### config.mk
export PLATFORM = sky130hd
export DESIGN_NAME = mem_port_arbiter
export DESIGN_NICKNAME = d
export VERILOG_FILES = /design/src/rtl/mem_port_arbiter.sv
export SDC_FILE = /design/constraint.sdc
export NUM_CORES = 1
export LEC_CHECK = 0
export CORE_MARGIN = 2
export CORE_UTILIZATION = 43
export DETAILED_ROUTE_END_ITERATION = 6
export PLACE_DENSITY_LB_ADDON = 0.05
export SYNTH_ARGS = -nofsm -noshare
export SYNTH_HDL_FRONTEND = slang
export SYNTH_SLANG_ARGS = --single-unit
### constraint.sdc
create_clock -name clk -period 2.8 [get_ports clk]
set_input_delay 0.84 -clock clk [delete_from_list [all_inputs] [get_ports clk]]
set_output_delay 0.84 -clock clk [all_outputs]
set_load 0.02 [all_outputs]
### src/rtl/mem_port_arbiter.sv
// Arbitrates one single-ported memory between instruction fetch and data access.
// Optional watchdog: define MEM_ARB_WATCHDOG_EN to enable the BUSY timeout and arb_err.
module mem_port_arbiter #(
  parameter int ADDR_W         = 32,
  parameter int DATA_W         = 32,
  parameter int TIMEOUT_CYCLES = 255
) (
  input  logic              clk,
  input  logic              rst,
  input  logic              if_req,
  input  logic [ADDR_W-1:0] if_addr,
  output logic [DATA_W-1:0] if_rdata,
  output logic              if_valid,
  output logic              if_stall,
  input  logic              dm_req,
  input  logic              dm_we,
  input  logic [ADDR_W-1:0] dm_addr,
  input  logic [DATA_W-1:0] dm_wdata,
  output logic [DATA_W-1:0] dm_rdata,
  output logic              dm_valid,
  output logic              dm_stall,
  output logic              mem_req,
  output logic              mem_we,
  output logic [ADDR_W-1:0] mem_addr,
  output logic [DATA_W-1:0] mem_wdata,
  input  logic [DATA_W-1:0] mem_rdata,
  input  logic              mem_ack,
  output logic              arb_err
);

  if (TIMEOUT_CYCLES < 1 || TIMEOUT_CYCLES > 255) begin : g_bad_timeout
    $error("TIMEOUT_CYCLES must fit the 8-bit watchdog counter");
  end

  typedef enum logic [1:0] {IDLE, BUSY_IF, BUSY_DM, RESP} state_t;

  state_t            state, state_d;
  logic              last_dm, last_dm_d;
  logic              mem_req_d, mem_we_d;
  logic [ADDR_W-1:0] mem_addr_d;
  logic [DATA_W-1:0] mem_wdata_d;
  logic [DATA_W-1:0] if_rdata_d, dm_rdata_d;
  logic              if_valid_d, dm_valid_d;
  logic              wd_fire;
  logic [DATA_W-1:0] resp_data;

  assign if_stall = if_req & ~if_valid;
  assign dm_stall = dm_req & ~dm_valid;

`ifdef MEM_ARB_WATCHDOG_EN
  localparam logic [DATA_W-1:0] WD_DATA = DATA_W'(32'hDEAD_BEEF);

  logic [7:0] wd_cnt;
  logic       arb_err_q;
  logic       busy;
  logic       grant;

  assign busy      = (state == BUSY_IF) || (state == BUSY_DM);
  assign grant     = (state == IDLE) && (state_d != IDLE);
  assign wd_fire   = busy && !mem_ack && (({1'b0, wd_cnt} + 9'd1) >= 9'(TIMEOUT_CYCLES));
  assign resp_data = wd_fire ? WD_DATA : mem_rdata;
  assign arb_err   = arb_err_q;

  // watchdog: counts BUSY cycles without an ack, error is sticky until reset
  always_ff @(posedge clk) begin
    if (rst) begin
      wd_cnt    <= 8'd0;
      arb_err_q <= 1'b0;
    end else begin
      if (grant) begin
        wd_cnt <= 8'd0;
      end else if (busy && !mem_ack) begin
        wd_cnt <= wd_cnt + 8'd1;
      end
      if (wd_fire) begin
        arb_err_q <= 1'b1;
      end
    end
  end
`else
  assign wd_fire   = 1'b0;
  assign resp_data = mem_rdata;
  assign arb_err   = 1'b0;
`endif

  always_comb begin
    state_d     = state;
    last_dm_d   = last_dm;
    mem_req_d   = mem_req;
    mem_we_d    = mem_we;
    mem_addr_d  = mem_addr;
    mem_wdata_d = mem_wdata;
    if_rdata_d  = if_rdata;
    dm_rdata_d  = dm_rdata;
    if_valid_d  = 1'b0;
    dm_valid_d  = 1'b0;
    case (state)
      IDLE: begin
        // data wins ties unless it also won the previous grant
        if (dm_req && (!if_req || !last_dm)) begin
          state_d     = BUSY_DM;
          last_dm_d   = 1'b1;
          mem_req_d   = 1'b1;
          mem_we_d    = dm_we;
          mem_addr_d  = dm_addr;
          mem_wdata_d = dm_wdata;
        end else if (if_req) begin
          state_d    = BUSY_IF;
          last_dm_d  = 1'b0;
          mem_req_d  = 1'b1;
          mem_we_d   = 1'b0;
          mem_addr_d = if_addr;
        end
      end
      BUSY_IF: begin
        if (mem_ack || wd_fire) begin
          if_rdata_d = resp_data;
          if_valid_d = 1'b1;
          mem_req_d  = 1'b0;
          mem_we_d   = 1'b0;
          state_d    = RESP;
        end
      end
      BUSY_DM: begin
        if (mem_ack || wd_fire) begin
          // a completed store leaves the load-data register untouched
          if (wd_fire || !mem_we) begin
            dm_rdata_d = resp_data;
          end
          dm_valid_d = 1'b1;
          mem_req_d  = 1'b0;
          mem_we_d   = 1'b0;
          state_d    = RESP;
        end
      end
      RESP:    state_d = IDLE;
      default: state_d = IDLE;
    endcase
  end

  always_ff @(posedge clk) begin
    if (rst) begin
      state     <= IDLE;
      last_dm   <= 1'b0;
      mem_req   <= 1'b0;
      mem_we    <= 1'b0;
      mem_addr  <= '0;
      mem_wdata <= '0;
      if_rdata  <= '0;
      dm_rdata  <= '0;
      if_valid  <= 1'b0;
      dm_valid  <= 1'b0;
    end else begin
      state     <= state_d;
      last_dm   <= last_dm_d;
      mem_req   <= mem_req_d;
      mem_we    <= mem_we_d;
      mem_addr  <= mem_addr_d;
      mem_wdata <= mem_wdata_d;
      if_rdata  <= if_rdata_d;
      dm_rdata  <= dm_rdata_d;
      if_valid  <= if_valid_d;
      dm_valid  <= dm_valid_d;
    end
  end

endmodule

# Word level (Yosys, flattened, before mapping)
# Cells that the tools add are included.
# W data, S select, Z words.
# op_classes
n_mux	15
n_reduce_logical	16
bitwise_logic	7
n_eq_ne	5
# ops
cell	n
$mux W32	2
$reduce_and A2 Y1	4
$mux W1	7
$mux W2	3
$pmux W2 S3	1
$reduce_and A3 Y1	2
$reduce_or A2 Y1	3
$not A1 Y1	5
$eq A2 B2 Y1 const B	2
$pmux W1 S2	2
$reduce_bool A2 Y1	2
$ne A3 B3 Y1 const B	1
$and A1 B1 Y1	2
$eq A2 B1 Y1 const B	1
$logic_not A1 Y1	2
$logic_not A2 Y1	1
$ne A2 B1 Y1 const B	1
$logic_and A1 B1 Y1	1
$logic_or A1 B1 Y1	1
# word_totals
output_inout_bits	135
word_cells	53
ff_bits	135
inputBits	134

# Depth between registers and ports, before layout
# logic_depth
ltp_word	5
ltp_mapped	8
ltp_nobuf	5

# Worst setup path after synthesis
# OpenSTA, ideal clock, no wires.
# synth_timing
kind	input -> output
start	input dm_req
end	output dm_stall
required_time_ps	1960
stages	1
n_path_buf	0
path_slack_ps	793
arrival_time_ps	1167
path_cell_list	nor2b_1
# synth_between
elab_chain_len	1
# synth_rtl
element	line	text
from (decl)	15	input logic dm_req,
$and A1 B1 Y1	48	assign dm_stall = dm_req & ~dm_valid;
to (decl)	21	output logic dm_stall,
# No other way between the ends.

# Worst setup path after layout
# Same ends and word-level chain as after synthesis.

==> impl_metrics.py <==
metrics = {
    "status": {
        "outcome": "completed",
    },
    "clocking": {
        "cts_resized": 2,
        "clk_latency_ns": 0.42,
        "h-tree-depth": 4,
        "post_cts_buffers": 0,
        "clock_sinks": 135,
        "clkTransAtPathRegs_ns": 0.05,
        "clock-root-buffer": "clkbuf_16",
        "cts_tree": "yes",
        "cts_buffers": 17,
        "cts_hold_buf": 0,
        "clockBufferDepth": 2,
    },
    "global_route": {
        "track_usage_pct": 26.06,
        "grt_max_degree": 65,
        "antenna_found_initial": 0,
        "grt_pass1_vias": 5447,
        "grt_pass1_wl_mm": 26.64,
        "gr-total-overflow": 0,
    },
    "route": {
        "vias_per_cell": 5.227,
        "initialDrtViolationCount": 357,
        "wl_per_cell_microns": 16.14,
        "antenna_left": 0,
        "drc": 0,
        "drt-total-wl_mm": 17.04,
        "num_vias": 5520,
        "first_pass_iters": 4,
    },
    "yosys": {
        "synth_edf_count": 0,
        "synth_cell_type_count": 30,
        "ys.flop_type": "dfxtp_1",
        "synth-seq-cells": 135,
        "syn_avg_cell_area_sq_um": 7.992,
        "synthTopCellsByArea": "dfxtp_1 52%, nand2_1 14%, a21oi_1 9.4%",
        "yosysWarningCount": 0,
        "syn_area_sq_mm": 0.005195,
        "syn_inst": 650,
        "yosysSeqAreaShare_pct": 52.02,
        "synth_top_cell_by_area": "dfxtp_1",
        "synth-async-reset-ratio_pct": 0,
        "synthesis.nets": 789,
        "synth_top_area_share_pct": 52.02,
    },
    "cells_and_area": {
        "final_core_util_pct": 72.25,
        "fin_cells": 1056,
        "final_layout_size_suffix_gt1_share_pct": 5.941,
        "fin_nets": 1037,
        "antenna_cells": 0,
        "syn2layout_area_growth_pct": 65.66,
    },
    "setup_path": {
        "critPathMaxFanout": 2,
        "r2r_start": "state[0]$_SDFFE_PP0P_",
        "crit_path_start_kind": "input port",
        "crit_type": "in2out",
        "reg2reg_slack_ns": 0.69,
        "rr_worst_depth": 5,
        "arrival_ns": 1.78,
        "crit_path_end_kind": "output pin",
        "r2r_end": "mem_wdata[26]$_SDFFE_PP0P_",
        "cp.required_ns": 1.96,
    },
    "power": {
        "p_leak_nw": 3.156,
        "report.power.total_mw": 7.920,
        "peakVddDrop_uv": 576.3,
        "powerDensity_mw_per_mm2": 920.3,
    },
    "die": {
        "start_util_pct": 43.61,
        "dieArea_sq_mm": 0.01298,
        "row_count": 40,
        "core_region_area_sq_mm": 0.01191,
        "design.portCount": 269,
        "die_h_microns": 113.9,
        "dieWidth_microns": 113.9,
    },
    "min_path": {
        "worstHoldPathType": "reg2reg",
        "hold_end": "dm_rdata[23]$_SDFFE_PP0P_",
        "min_from": "dm_rdata[23]$_SDFFE_PP0P_",
        "hold-path-cell-count": 2,
    },
    "sta": {
        "drv_slew": 0,
        "hold_viol": 0,
        "rsz0062_at_grt": "no",
        "fin_crit_sh_pct": 93.67,
        "fin_skew_ns": 0.009102,
        "period_needed_ns": 2.623,
        "relSlewSlack_pct": 47.17,
        "worst_pin_slew_ns": 0.7916,
        "setup_viol": 0,
        "fmax_mhz": 381.3,
    },
    "place": {
        "gp_congestion": 0.8561,
        "dp_hpwl_mm": 11.94,
        "placed_cells": 1026,
        "portBuffers": 267,
    },
    "job": {
        "cap_violations": 0,
    },
}
## worst max-delay path, cell delays in order
cell	delay (ns)
clkdlybuf4s50_1	0.47
nor2b_1	0.13
dlygate4sd2_1	0.34
## cells by family after synthesis
| family | Yosys count | share of synthesized area, % |
|---|---|---|
| AND/OR/NAND/NOR | 276 | 21.44 |
| AO/OA/AOI/OAI | 169 | 19.08 |
| flip-flops | 135 | 52.02 |
| buffers and inverters | 61 | 5.588 |
| adder cells (fa/ha/maj) | 5 | 1.204 |
| multiplexers | 3 | 0.6021 |
| other | 1 | 0.07219 |
## per-layer routing
layer	wire, microns	vias to the layer above	GRT usage [%]
met1	6566	2577	28.24
met3	1199	33	8.183
met2	8754	223	46.35
li1	-	2687	-
met4	521	0	12.20
met5	0	-	0
## layout by cell type, fill, tap and decap left out
master,n
bufinv_16,4
nor2b_1,4
a2111o_1,1
nor2_1,37
o21ai_0,33
buf_12,4
dlygate4sd2_1,2
nand2_1,195
and3b_1,1
clkinvlp_4,2
conb_1,1
o21a_1,1
o21a_2,1
nand3b_1,1
mux2i_1,2
nor3b_2,1
clkbuf_1,1
nor3_1,1
inv_1,3
mux2_2,1
a211oi_1,1
clkinv_2,2
buf_4,17
a21bo_1,1
a311oi_1,32
clkdlybuf4s50_1,264
nand2b_1,2
clkbuf_8,4
a21oi_1,98
clkbuf_16,17
nand3_1,33
dfxtp_1,135
ha_1,5
a21boi_4,1
and2_1,1
## cells in the mapped netlist, drive strengths merged (2+ instances only)
library cell,instances
ha,5
nor2,37
nand2,195
nand2b,2
clkbuf,29
a311oi,32
buf,29
dfxtp,135
mux2i,2
o21a,2
o21ai,33
nand3,33
a21oi,98
nor2b,4
inv,3
## worst max path at each step
stage,start,to,slack (ns),cells after the start
final,dm_req,dm_stall,0.18,3
after global routing,dm_req,dm_stall,0.14,3
after CTS,dm_req,dm_stall,0.17,3
after detailed placement,dm_req,dm_stall,-0.10,3
after global placement,dm_req,dm_stall,-0.09,3
after floorplan,dm_req,dm_stall,0.79,1
## cell type report
class | instances | area, sq um
repair buffers | 287 | 2868
multi-input cells | 454 | 2211
clock buffers | 22 | 484.2
well taps | 147 | 183.9
clock inverters | 8 | 145.1
inverters | 3 | 11.26
flip-flops and latches | 135 | 2703
fillers | 968 | 3306
## registers in the layout, summed over array words and instances, names as in the netlist
register	cells
mem_req	1
mem_we	1
last_dm	1
dm_rdata	32
dm_valid	1
state	2
mem_wdata	32
if_valid	1
mem_addr	32
if_rdata	32
## per-stage QoR
step	TNS [ns]	area [sq um]	hold WS, ns	setup slack (ns)
floorplan	0	5195	0.4755	0.7928
global placement	-0.1816	7979	0.4408	-0.09109
detailed placement	-0.1882	7979	0.4457	-0.1019
CTS	0	8606	0.4536	0.1743
global route	0	8606	0.4755	0.1420
finish	0	8606	0.4504	0.1771
## where the power goes
group | total, mW | switching (mW) | internal (mW) | leakage (nW)
clock network | 2.37 | 0.802 | 1.57 | 0.304
logic | 3.02 | 1.71 | 1.31 | 1.75
registers | 2.52 | 0.205 | 2.32 | 1.10
No activity file was read; power rests on OpenSTA's default activity.
